**config.mk**
```make
export PLATFORM = sky130hd
export DESIGN_NAME = alu_arbiter
export DESIGN_NICKNAME = d
export VERILOG_FILES = /design/src/rtl/alu_arbiter.sv
export SDC_FILE = /design/constraint.sdc
export NUM_CORES = 1
export LEC_CHECK = 0
export BUFFER_PORTS_ARGS = -buffer_cell sky130_fd_sc_hd__buf_2
export CAP_MARGIN = 20
export CORE_AREA = 5 5 120 122
export CTS_CLUSTER_SIZE = 25
export DETAILED_ROUTE_END_ITERATION = 7
export DIE_AREA = 0 0 125 127
export PLACE_DENSITY = 0.92
export RECOVER_POWER = 100
export SLEW_MARGIN = 10
export SYNTH_ARGS = -nofsm -noshare
export SYNTH_HDL_FRONTEND = slang
export SYNTH_SLANG_ARGS = --single-unit
```
**constraint.sdc**
```tcl
create_clock -name clk -period 5 [get_ports clk]
set_input_delay 1 -clock clk [delete_from_list [all_inputs] [get_ports clk]]
set_output_delay 1 -clock clk [all_outputs]
set_load 0.01 [all_outputs]
```
**src/rtl/alu_arbiter.sv**
```systemverilog
`default_nettype none
// ============================================================================
// Module   : alu_arbiter
// Purpose  : Two-requester round-robin front end for a shared alu32. A granted
//            operation is latched, driven to the ALU for SETTLE cycles, and
//            the captured result is held on the owner's response port until
//            it is consumed. The block never interprets the op code.
// Ports    : clk, rst_n              clock, asynchronous active-low reset
//            rN_valid / rN_ready     request handshake (N = 0, 1)
//            rN_op, rN_rv1, rN_rv2   op code and operands from requester N
//            rN_rvalid / rN_rready   response handshake
//            rN_rdata                result for requester N
//            alu_op, alu_rv1/rv2     drive to the shared alu32
//            alu_rvout               alu32 result
//            busy                    high whenever not in IDLE
// Revision : 1.0  initial release
// ============================================================================
module alu_arbiter #(
    parameter int SETTLE = 2   // cycles from operand issue to capture, 1..15
) (
    input  logic        clk,
    input  logic        rst_n,
    input  logic        r0_valid,
    output logic        r0_ready,
    input  logic [5:0]  r0_op,
    input  logic [31:0] r0_rv1,
    input  logic [31:0] r0_rv2,
    output logic        r0_rvalid,
    input  logic        r0_rready,
    output logic [31:0] r0_rdata,
    input  logic        r1_valid,
    output logic        r1_ready,
    input  logic [5:0]  r1_op,
    input  logic [31:0] r1_rv1,
    input  logic [31:0] r1_rv2,
    output logic        r1_rvalid,
    input  logic        r1_rready,
    output logic [31:0] r1_rdata,
    output logic [5:0]  alu_op,
    output logic [31:0] alu_rv1,
    output logic [31:0] alu_rv2,
    input  logic [31:0] alu_rvout,
    output logic        busy
);

    typedef enum logic [1:0] {
        IDLE = 2'd0,
        WAIT = 2'd1,
        RESP = 2'd2
    } state_t;

    localparam logic [3:0] CNT_LOAD = 4'(SETTLE - 1);

    state_t      state;
    logic        ptr;        // requester favoured on a tie
    logic        gid;        // owner of the in-flight operation
    logic [3:0]  cnt;
    logic [5:0]  op_q;
    logic [31:0] rv1_q;
    logic [31:0] rv2_q;
    logic [31:0] result;

    logic        in_idle;
    logic        hs0;
    logic        hs1;
    logic        rready_sel;

    // Ready is gated by rst_n so it reads 0 immediately while reset is held,
    // even if a requester is already presenting valid.
    assign in_idle  = (state == IDLE);
    assign r0_ready = rst_n & in_idle & r0_valid & (~r1_valid | ~ptr);
    assign r1_ready = rst_n & in_idle & r1_valid & (~r0_valid |  ptr);
    assign hs0      = r0_valid & r0_ready;
    assign hs1      = r1_valid & r1_ready;

    assign rready_sel = gid ? r1_rready : r0_rready;

    always_ff @(posedge clk or negedge rst_n) begin
        if (!rst_n) begin
            state  <= IDLE;
            ptr    <= 1'b0;
            gid    <= 1'b0;
            cnt    <= 4'd0;
            op_q   <= 6'd0;
            rv1_q  <= 32'd0;
            rv2_q  <= 32'd0;
            result <= 32'd0;
        end else begin
            case (state)
                IDLE: begin
                    if (hs0 | hs1) begin
                        gid   <= hs1;
                        op_q  <= hs1 ? r1_op  : r0_op;
                        rv1_q <= hs1 ? r1_rv1 : r0_rv1;
                        rv2_q <= hs1 ? r1_rv2 : r0_rv2;
                        cnt   <= CNT_LOAD;
                        state <= WAIT;
                    end
                end
                WAIT: begin
                    if (cnt == 4'd0) begin
                        result <= alu_rvout;
                        state  <= RESP;
                    end else begin
                        cnt <= cnt - 4'd1;
                    end
                end
                RESP: begin
                    // Only the owner's rready matters; the pointer moves to
                    // the other requester so a contended next grant alternates.
                    if (rready_sel) begin
                        ptr   <= ~gid;
                        state <= IDLE;
                    end
                end
                default: state <= IDLE;
            endcase
        end
    end

    // The ALU sees only the operand registers, which stay constant from the
    // handshake until the response is consumed.
    assign alu_op  = op_q;
    assign alu_rv1 = rv1_q;
    assign alu_rv2 = rv2_q;

    assign r0_rvalid = (state == RESP) & ~gid;
    assign r1_rvalid = (state == RESP) &  gid;
    assign r0_rdata  = r0_rvalid ? result : 32'd0;
    assign r1_rdata  = r1_rvalid ? result : 32'd0;
    assign busy      = ~in_idle;

endmodule
`default_nettype wire

```
Word-level counts from Yosys, hierarchy flattened
Cells that the tools add are included.
- shift operators: 0
- divide/modulo/power cells: 0
- multipliers: 0
- equality and inequality tests: 6
- bitwise gates (word level): 17
- add/subtract/negate cells: 1
- magnitude comparators: 0
- reduce and logical (&&, ||, !) cells: 8
- muxes and demuxes: 13
- operators by type and width (kind ; count):
    $mux 32 ; 4
    $and 1x1->1 ; 9
    $mux 4 ; 2
    $pmux 4 s2 ; 1
    $mux 2 ; 3
    $mux 6 ; 1
    $ne 2x2->1 const B ; 3
    $pmux 2 s3 ; 1
    $reduce_and 2->1 ; 3
    $reduce_and 3->1 ; 2
    $not 1->1 ; 5
    $logic_not 4->1 ; 1
    $sub 4x1->4 const B ; 1
    $or 1x1->1 ; 3
    $eq 2x1->1 const B ; 1
    $eq 2x2->1 const B ; 1
    $logic_not 2->1 ; 1
    $ne 2x1->1 const B ; 1
    $reduce_bool 2->1 ; 1
    $mux 1 ; 1
- word-level logic and storage cells: 53
- bits of input ports: 178
- output and inout bits: 139
- memory bits (read-only): 0
- memories: 0
- flip-flop bits (word level): 110
- memory bits (writable): 0
- bits in latches: 0

Depth between registers and ports, before layout
Gate-level depths: netlist (run 1).
- depth in word-level cells: 8
- depth in mapped cells: 6
- depth with buffers taken out: 5

Least setup slack after synthesis (run 1)
Ideal clock, no wire load.
- path kind: input-to-output
- start point: input rst_n
- end point: output r1_ready
- path buffers: 1
- slack: 2.126 ns
- stages: 3
- arrival time: 1.874 ns
- required time: 4.000 ns
- cell sequence: or3b_1 buf_6 nor3_1
- word-level cells in the longest chain between the ends: 3
- ends and longest elaborated chain (what ; line ; text):
    start, declared ; 22 ; input logic rst_n,
    $and 1x1->1 (3 in a row) ; 72 ; assign r1_ready = rst_n & in_idle & r1_valid & (~r0_valid | ptr);
    end, declared ; 32 ; output logic r1_ready,
No other way between the ends.

Worst setup path in the final report (run 1)
- start point: input rst_n
- end point: register rv1_q[17], in the netlist alu_rv1[17]
- word-level cells in the longest chain between the ends: 6
- elaborated cells on any way between the ends: 10
- classes of those cells: mux (1); bitwise (8); reduce/logical (1)
- ends and longest elaborated chain (what ; line ; text):
    $and 1x1->1 (*) ; 71, 72 ;
    $and 1x1->1 (on tied branches) (2 in a row) ; 71, 72 ;
    $and 1x1->1 (on tied branches) ; 73, 74 ;
    $or 1x1->1 ; 91 ; if (hs0 | hs1) begin
    $reduce_and 2->1 (no source line) ; n/a ;
    end signal, assigned ; 94 ; rv1_q <= hs1 ? r1_rv1 : r0_rv1;
    end, declared ; 59 ; logic [31:0] rv1_q;
Mark *: on every way between the ends. The rest lies on a longest branch, timed or not.
A chain may end at the register's enable or synchronous reset.

==> results of run 1 <==
## stage by stage
| step | std cells | setup WS [ns] | hold WS [ns] | power [W] |
|---|---|---|---|---|
| 4_1_cts | 1054 | 1.64 | 0.486 | 0.00407 |
| 2_1_floorplan | 609 | 2.13 | 0.466 | 0.00268 |
| 5_1_grt | 1054 | 1.06 | 0.535 | 0.00424 |
| 6_report | 1055 | 1.19 | 0.515 | 0.00397 |
| 3_3_place_gp | 1038 | 1.63 | 0.485 | 0.00327 |
| 3_5_place_dp | 1038 | 1.65 | 0.502 | 0.00334 |
## logic make-up (layout without fill, tap and decap cells)
| logic type | Yosys count | in the layout | share of synthesized area (%) |
|---|---|---|---|
| AOI/OAI and AO/OA | 225 | 225 | 23.8 |
| and+or+nand+nor | 156 | 156 | 16.4 |
| DFF | 110 | 110 | 46.5 |
| other | 0 | 1 | 0 |
| adders and majority gates | 2 | 2 | 0.422 |
| muxes | 33 | 33 | 6.27 |
| buffers and inverters | 83 | 352 | 6.70 |
## layout make-up
type	instances	area, µm²	area share, %
multi-input cells	416	2780	36.4
flip-flops and latches	110	2750	36.1
repair buffers	331	1550	20.3
clock buffers	11	243	3.18
well taps	176	220	2.89
clock inverters	5	63.8	0.836
inverters	5	18.8	0.246
diodes	1	2.50	0.0328
## state kept, by name, indices dropped and copies added (netlist names)
register  cells
alu_op        6
state         2
result       32
alu_rv1      32
alu_rv2      32
ptr           1
gid           1
cnt           4
## cell usage in the layout, fill, tap and decap left out, types with 9 or more instances in the layout
| cell | instances |
|---|---|
| and2_1 | 30 |
| buf_4 | 11 |
| clkbuf_16 | 9 |
| mux2_2 | 33 |
| clkbuf_1 | 107 |
| dfrtp_1 | 110 |
| a31oi_1 | 74 |
| and2_0 | 34 |
| buf_2 | 212 |
| o31ai_1 | 70 |
| a21oi_1 | 73 |
| nand4_1 | 70 |
## power by group through the flow
stage | sequential (W) | combinational, W | clock (W)
global placement | 0.00160 | 0.00166 | 0
floorplan | 0.00169 | 0.000982 | 0
global route | 0.00168 | 0.00177 | 0.000786
CTS | 0.00162 | 0.00171 | 0.000746
finish | 0.00163 | 0.00161 | 0.000737
detailed placement | 0.00162 | 0.00172 | 0
## final timing paths
kind	startpoint	end	slack, ns	cells after the start
setup / recovery	rst_n	alu_rv1[17]$_DFFE_PN0P_	1.19	5
hold / removal	result[27]$_DFFE_PN0P_	result[27]$_DFFE_PN0P_	0.52	1
setup reg to reg	state[0]$_DFFE_PN0P_	alu_rv1[17]$_DFFE_PN0P_	2.05	4
hold reg to reg	result[27]$_DFFE_PN0P_	result[27]$_DFFE_PN0P_	0.52	1
max in group asynchronous	rst_n	alu_op[0]$_DFFE_PN0P_	1.91	3
min in group asynchronous	rst_n	alu_rv2[12]$_DFFE_PN0P_	0.74	1
## layer usage
layer / wire (µm) / GRT usage (%)
met1: 7570 / 29.0
met2: 9990 / 41.6
met3: 1980 / 6.93
met4: 674 / 9.50
met5: 0 / 0
==> results_dict.tcl, run 1 <==
set metrics [dict create \
    nets 1053 \
    holdBufCountCts 0 \
    startpoint_type "input pin" \
    cpLargestDelayFamily "buffers and inverters" \
    numCtsBuffers 9 \
    rows 42 \
    grt_pass1_vias 5985 \
    wl_per_cell_um 19.2 \
    ys_ff_latch 110 \
    grt_setup_unrepaired "false" \
    clock_power_share_pct 18.5 \
    grt_max_degree 90 \
    finalSetupTns_ns 0 \
    synth_top_area_share_pct 46.5 \
    drc 0 \
    synth_edf_count 0 \
    dr_total_vias 6182 \
    cts_tree "built" \
    io_pins 317 \
    final_hold_viol_count 0 \
    core_area_um2 13100 \
    synthesis.instances 609 \
    design_area_um2 7630 \
    clkLatencyLatePin_ns 0.35 \
    post-route-min-period_ns 3.81 \
    die_h_um 127 \
    synth_nets 789 \
    cp_num_buf_inv 2 \
    min_period_over_period_pct 76.2 \
    worstHoldPathType "flip-flop to flip-flop" \
    netlist_top_cells_count "dfrtp_1 (110), a31oi_1 (74), a21oi_1 (73)" \
    grt_pass1_wl_mm 31.5 \
    yosysMostFrequentCell "dfrtp_1" \
    synth_top_cell_by_area "dfrtp_1" \
    syn_to_final_growth_pct 28.9 \
    netlist_top_cells_area "dfrtp_1 (46%), o31ai_1 (8.9%), a31oi_1 (7.8%)" \
    slew_headroom_pct -19.3 \
    path_clk_slew_ns 0.07 \
    fillers 1165 \
    drt_first_iter_violations 603 \
    peakVddDrop_mv 0.257 \
    die_w_um 125 \
    final_core_util_pct 58.3 \
    drive_gt1_share_pct 31.9 \
    crit_chain "clkbuf_1, or3b_1, clkbuf_2, o31ai_1, a31oi_1" \
    setup_viol 0 \
    yosysUniqueCellTypes 30 \
    synth_area_um2 5920 \
    finalWirelength_mm 20.2 \
    worstSetupPathType "input pin to flip-flop" \
    violations "max-capacitance violations, max-slew violations" \
    power_switching_w 0.00159 \
    drv_slew 107 \
    sequentialPowerShare_pct 40.9 \
    skew_ns 0.0110 \
    dieArea_um2 15900 \
    port_buffers 316 \
    crit_path_max_fanout 72 \
    slowest_stage "clkbuf_2" \
    htreeDepth 3 \
    cts_resized 0 \
    power_density_nw_per_um2 521 \
    combPwrFrac_pct 40.5 \
    swShare_pct 40.1 \
    grt-ovfl-total 0 \
    hpwl_mm 14.4 \
    worst_slew_pin_slew_ns 1.79 \
    synth_flop_cell "dfrtp_1" \
    grt_usage_pct 24.3 \
    start_util_pct 45.3 \
    crit_required_ns 5.20 \
    cp-end-kind "flip-flop" \
    cts_sinks 110 \
    critPathArrivalTime_ns 4.01 \
    max_cap_violations 2 \
    cts-root-buf "clkbuf_16" \
    placed_area_um2 7490 \
    p_leak_nw 3.26 \
    antenna_left 0 \
    fmax_mhz 262 \
    status "finished, violations left" \
    cts.path.max_buffers 2 \
    synth-seq-area-share_pct 46.5 \
    p_int_w 0.00238 \
    via_per_inst 5.86 \
    yosys_warnings 0 \
    synth_area_per_cell_um2 9.73 \
    async_flop_share_pct 100 \
    antenna_found_initial 0 \
    cp_slowest_stage_delay_ns 0.86 \
    place.gp.congestion 0.875 \
    dr.pass1.iters 5 \
    post-cts-setup-buffers 0 \
]
(Power assumes the default switching activity.)
==> run 2, diff against run 1 <==
- CORE_AREA: 5 5 120 122 -> unset
- CORE_MARGIN: unset -> 5
- CORE_UTILIZATION: unset -> 46
- DIE_AREA: 0 0 125 127 -> unset
- PLACE_DENSITY: 0.92 -> 0.93
- clock period: 5 -> 3.51 ns (I/O delays scaled with it)
==> results_dict.tcl, run 2 (synthesis gave the netlist of run 1 again) <==
set metrics [dict create \
    core_area_um2 12600 \
    power_density_nw_per_um2 745 \
    cts_resized 0 \
    grt_max_degree 141 \
    worstHoldPathType "input pin to asynchronous set/reset pin" \
    violations "max-capacitance violations, max-slew violations" \
    cts.path.max_buffers 2 \
    grt_pass1_vias 5919 \
    syn_to_final_growth_pct 29.1 \
    dieArea_um2 15200 \
    layout_commonest_cell "buf_2" \
    clkLatencyLatePin_ns 0.35 \
    r2r_end "result[26]$_DFFE_PN0P_" \
    via_per_inst 5.97 \
    start_util_pct 46.9 \
    fillers 1135 \
    skew_ns 0.0140 \
    cts_sinks 110 \
    crit_chain "nand2b_1, nor2_1, clkbuf_1, and2_1, clkbuf_1" \
    p_leak_nw 3.30 \
    layout_common_cells "buf_2 (218), dfrtp_1 (110), clkbuf_1 (100)" \
    crit_required_ns 2.81 \
    crit_path_max_fanout 33 \
    critPathArrivalTime_ns 2.32 \
    status "finished, violations left" \
    peakVddDrop_mv 0.372 \
    path_common_cell "clkbuf_1" \
    slowest_stage "clkbuf_1" \
    cts-root-buf "clkbuf_16" \
    worstSetupPathType "flip-flop to output pin" \
    setup_viol 0 \
    slew_headroom_pct -22.2 \
    post-route-min-period_ns 3.02 \
    numCtsBuffers 9 \
    drive_gt1_share_pct 32.7 \
    rr_startpoint "state[1]$_DFFE_PN0P_" \
    port_buffers 316 \
    nets 1051 \
    antenna_found_initial 0 \
    dr_total_vias 6254 \
    finalWirelength_mm 20.7 \
    cpLargestDelayFamily "buffers and inverters" \
    ff_latch_area_um2 2750 \
    finalSetupTns_ns 0 \
    rows 41 \
    drt_first_iter_violations 622 \
    dr.pass1.iters 5 \
    n_antenna_cell 0 \
    grt_usage_pct 26.0 \
    cp_slowest_stage_delay_ns 0.78 \
    die_h_um 123 \
    fmax_mhz 331 \
    grt_setup_unrepaired "false" \
    post-cts-setup-buffers 0 \
    grt_pass1_wl_mm 30.8 \
    worst_slew_pin_slew_ns 1.83 \
    holdBufCountCts 0 \
    startpoint_type "flip-flop" \
    antenna_left 0 \
    path_clk_slew_ns 0.07 \
    drc 0 \
    placed_area_um2 7490 \
    hpwl_mm 14.3 \
    cp_num_buf_inv 2 \
    wl_per_cell_um 19.7 \
    drv_slew 80 \
    io_pins 317 \
    htreeDepth 3 \
    die_w_um 123 \
    design_area_um2 7650 \
    reg2regPathDepth 4 \
    max_cap_violations 1 \
    final_hold_viol_count 0 \
    grt-ovfl-total 0 \
    reg2reg_slack_ns 0.75 \
    place.gp.congestion 0.851 \
    cp-end-kind "output pin" \
    multi_input_area_um2 2790 \
    cts_tree "built" \
    min_period_over_period_pct 86.1 \
]
==> run 2: cell type report <==
type	count	area share, %
Multi-Input combinational cell	416	36.5
Sequential cell	110	36.0
Timing Repair Buffer	329	20.4
Clock buffer	11	3.30
Tap cell	172	2.81
Clock inverter	4	0.720
Inverter	5	0.245
==> run 2: worst register-to-register path: stages (launching register included) <==
cell	delay, ns
dfrtp_1	0.51
and2b_1	0.28
nand2_1	0.07
clkbuf_1	1.31
mux2_2	0.47
==> run 2: per-stage QoR <==
stage               util (%)  instances  total power (W)  hold slack [ns]  setup slack [ns]
finish                  60.6       1047          0.00570            0.328             0.487
global route            60.6       1047          0.00609            0.375             0.290
CTS                     61.8       1047          0.00584            0.168             0.678
detailed placement      59.4       1032          0.00477            0.501             0.765
global placement        59.4       1032          0.00468            0.486             0.770
floorplan                  -        609          0.00381            0.406              1.23
==> run 2: power by group <==
group	total, W	internal, W	switching, W
clock	0.00106	0.000593	0.000471
sequential	0.00234	0.00190	0.000440
combinational	0.00229	0.000922	0.00137
==> run 2: worst max path at each step <==
stage	from	depth (start not counted)	to
3_3_place_gp	rst_n	4	r1_ready
5_1_grt	state[0]$_DFFE_PN0P_	5	r0_rdata[31]
4_1_cts	state[0]$_DFFE_PN0P_	4	r1_rdata[4]
2_1_floorplan	rst_n	3	r1_ready
6_report	state[0]$_DFFE_PN0P_	5	r0_rdata[4]
3_5_place_dp	rst_n	4	r1_ready
==> run 2: metal layers <==
layer / vias to the layer above / global-route usage, % / wire (µm)
met5: - / 0 / 0
met4: 0 / 10.7 / 702
met3: 57 / 6.22 / 2070
met2: 389 / 43.7 / 10200
met1: 2952 / 32.0 / 7720
li1: 2856 / - / -
==> run 3, diff against run 2 <==
- ABC_AREA: unset -> 1
- CORE_AREA: unset -> 5 5 122 124
- CORE_MARGIN: 5 -> unset
- CORE_UTILIZATION: 46 -> unset
- DIE_AREA: unset -> 0 0 127 129
- PLACE_DENSITY: 0.93 -> 0.86
==> results_dict.tcl, run 3 <==
set metrics [dict create \
    status "complete, no violations" \
    ys_ff_latch 110 \
    worst_slew_pin_slew_ns 1.29 \
    worstHoldPathType "input pin to asynchronous set/reset pin" \
    wl_per_cell_um 13.1 \
    antenna_found_initial 0 \
    synth_flop_cell "dfrtp_1" \
    grt_usage_pct 19.6 \
    dr.pass1.iters 4 \
    drc 0 \
    finalWirelength_mm 16.6 \
    port_buffers 316 \
    cts_sinks 110 \
    synth-seq-area-share_pct 50.2 \
    synth_mux_area_share_pct 0 \
    reg2regPathDepth 9 \
    antenna_left 0 \
    drv_slew 0 \
    final_hold_viol_count 0 \
    cts-root-buf "clkbuf_16" \
    synth_top_area_share_pct 50.2 \
    cpLargestDelayFamily "buffers and inverters" \
    layout_common_cells "nand2_1 (442), buf_2 (177), clkbuf_1 (140)" \
    fillers 1410 \
    layout_commonest_cell "nand2_1" \
    cp_num_buf_inv 3 \
    synth_compound_area_share_pct 3.47 \
    max_cap_violations 0 \
    grt_pass1_wl_mm 26.3 \
    synth_edf_count 0 \
    design_area_um2 7240 \
    startpoint_type "flip-flop" \
    core_area_um2 13700 \
    rr_startpoint "state[1]$_DFFE_PN0P_" \
    async_flop_share_pct 100 \
    slowest_stage "inv_1" \
    post-route-min-period_ns 2.77 \
    p_leak_nw 4.20 \
    synth_area_um2 5490 \
    rows 43 \
    r2r_end "alu_rv2[0]$_DFFE_PN0P_" \
    dieArea_um2 16400 \
    drive_gt1_share_pct 18.6 \
    die_h_um 129 \
    numCtsBuffers 9 \
    grt_setup_unrepaired "false" \
    dr_total_vias 5883 \
    synth-xor-area-share_pct 0.160 \
    reg2reg_slack_ns 0.78 \
    cts.path.max_buffers 2 \
    crit_chain "inv_1, nand2_1, nor2_1, inv_1, nor2_1, clkbuf_1" \
    cts_tree "built" \
    io_pins 317 \
    crit_required_ns 2.81 \
    cts_resized 0 \
    peakVddDrop_mv 0.313 \
    yosysMostFrequentCell "nand2_1" \
    synth_area_per_cell_um2 6.90 \
    n_antenna_cell 0 \
    synthAdderAreaFrac_pct 0.456 \
    cp_slowest_stage_delay_ns 0.43 \
    yosys_warnings 0 \
    placed_area_um2 7160 \
    ff_latch_area_um2 2750 \
    die_w_um 127 \
    path_clk_slew_ns 0.07 \
    fmax_mhz 361 \
    yosysUniqueCellTypes 20 \
    place.gp.congestion 0.835 \
    critPathArrivalTime_ns 2.07 \
    worstSetupPathType "flip-flop to output pin" \
    nets 1267 \
    finalSetupTns_ns 0 \
    htreeDepth 3 \
    min_period_over_period_pct 78.9 \
    synthesis.instances 795 \
    post-cts-setup-buffers 0 \
    multi_input_area_um2 2360 \
    holdBufCountCts 0 \
    grt_pass1_vias 5663 \
    synth_nets 975 \
    clkLatencyLatePin_ns 0.34 \
    synthSimpleGateAreaFrac_pct 38.9 \
    power_density_nw_per_um2 780 \
    slew_headroom_pct 13.9 \
    syn_to_final_growth_pct 31.9 \
    grt_max_degree 75 \
    grt-ovfl-total 0 \
    netlist_top_cells_count "nand2_1 (442), dfrtp_1 (110), nor2_1 (104)" \
    skew_ns 0.0104 \
    crit_path_max_fanout 32 \
    synth_top_family_by_area "simple AND/OR/NAND/NOR gates" \
    cp-end-kind "output pin" \
    drt_first_iter_violations 351 \
    hpwl_mm 12.4 \
    netlist_top_cells_area "dfrtp_1 (50%), nand2_1 (30%), nor2_1 (7.1%)" \
    setup_viol 0 \
    start_util_pct 40.2 \
    via_per_inst 4.63 \
    synth_top_cell_by_area "dfrtp_1" \
]
run 3: how the worst max path moves through the flow:
stage	start	end	depth (start not counted)	slack [ns]
floorplan	state[0]$_DFFE_PN0P_	r1_rdata[10]	6	1.49
global placement	state[0]$_DFFE_PN0P_	r1_rdata[4]	6	1.22
detailed placement	state[0]$_DFFE_PN0P_	r1_rdata[4]	6	1.14
CTS	state[0]$_DFFE_PN0P_	r1_rdata[4]	6	0.77
global route	state[1]$_DFFE_PN0P_	alu_op[2]$_DFFE_PN0P_	9	0.54
finish	state[0]$_DFFE_PN0P_	r1_rdata[4]	6	0.74
run 3: cells by family after synthesis:
family | after synthesis
fa+ha+maj | 2
buf+inv | 84
flops | 110
compound gates | 37
simple gates | 561
xor+xnor | 1
run 3: report_power, final:
part / switching [W] / leakage, nW / total (W) / internal, W
combinational: 0.00170 / 2.75 / 0.00249 / 0.000797
sequential: 0.000293 / 1.32 / 0.00217 / 0.00188
clock: 0.000459 / 0.131 / 0.000982 / 0.000523
run 3: cell type report:
class | count | area share, %
clock buffers | 12 | 3.54
clock inverters | 4 | 0.432
inverters | 42 | 2.18
multi-input cells | 601 | 32.6
flip-flops and latches | 110 | 38.0
well taps | 180 | 3.11
repair buffers | 323 | 20.0
run 3: metrics by stage:
stage / setup slack (ns) / utilization (%) / total power, W / instances / hold slack, ns
finish: 0.740 / 52.9 / 0.00564 / 1272 / 0.177
global route: 0.543 / 52.9 / 0.00616 / 1272 / 0.174
CTS: 0.765 / 54.5 / 0.00585 / 1272 / 0.127
detailed placement: 1.14 / 52.4 / 0.00484 / 1256 / 0.460
global placement: 1.22 / 52.4 / 0.00475 / 1256 / 0.458
floorplan: 1.49 / - / 0.00383 / 795 / 0.406
run 3: layer usage:
| layer | routed length, µm | GRT usage [%] | up-vias | part of all wire, % |
|---|---|---|---|---|
| met1 | 6680 | 23.6 | 2680 | 40 |
| met3 | 1170 | 3.53 | 27 | 7.1 |
| met4 | 327 | 7.07 | 0 | 2.0 |
| met2 | 8430 | 35.2 | 216 | 51 |
| li1 | - | - | 2960 | - |
| met5 | 0 | 0 | - | 0 |
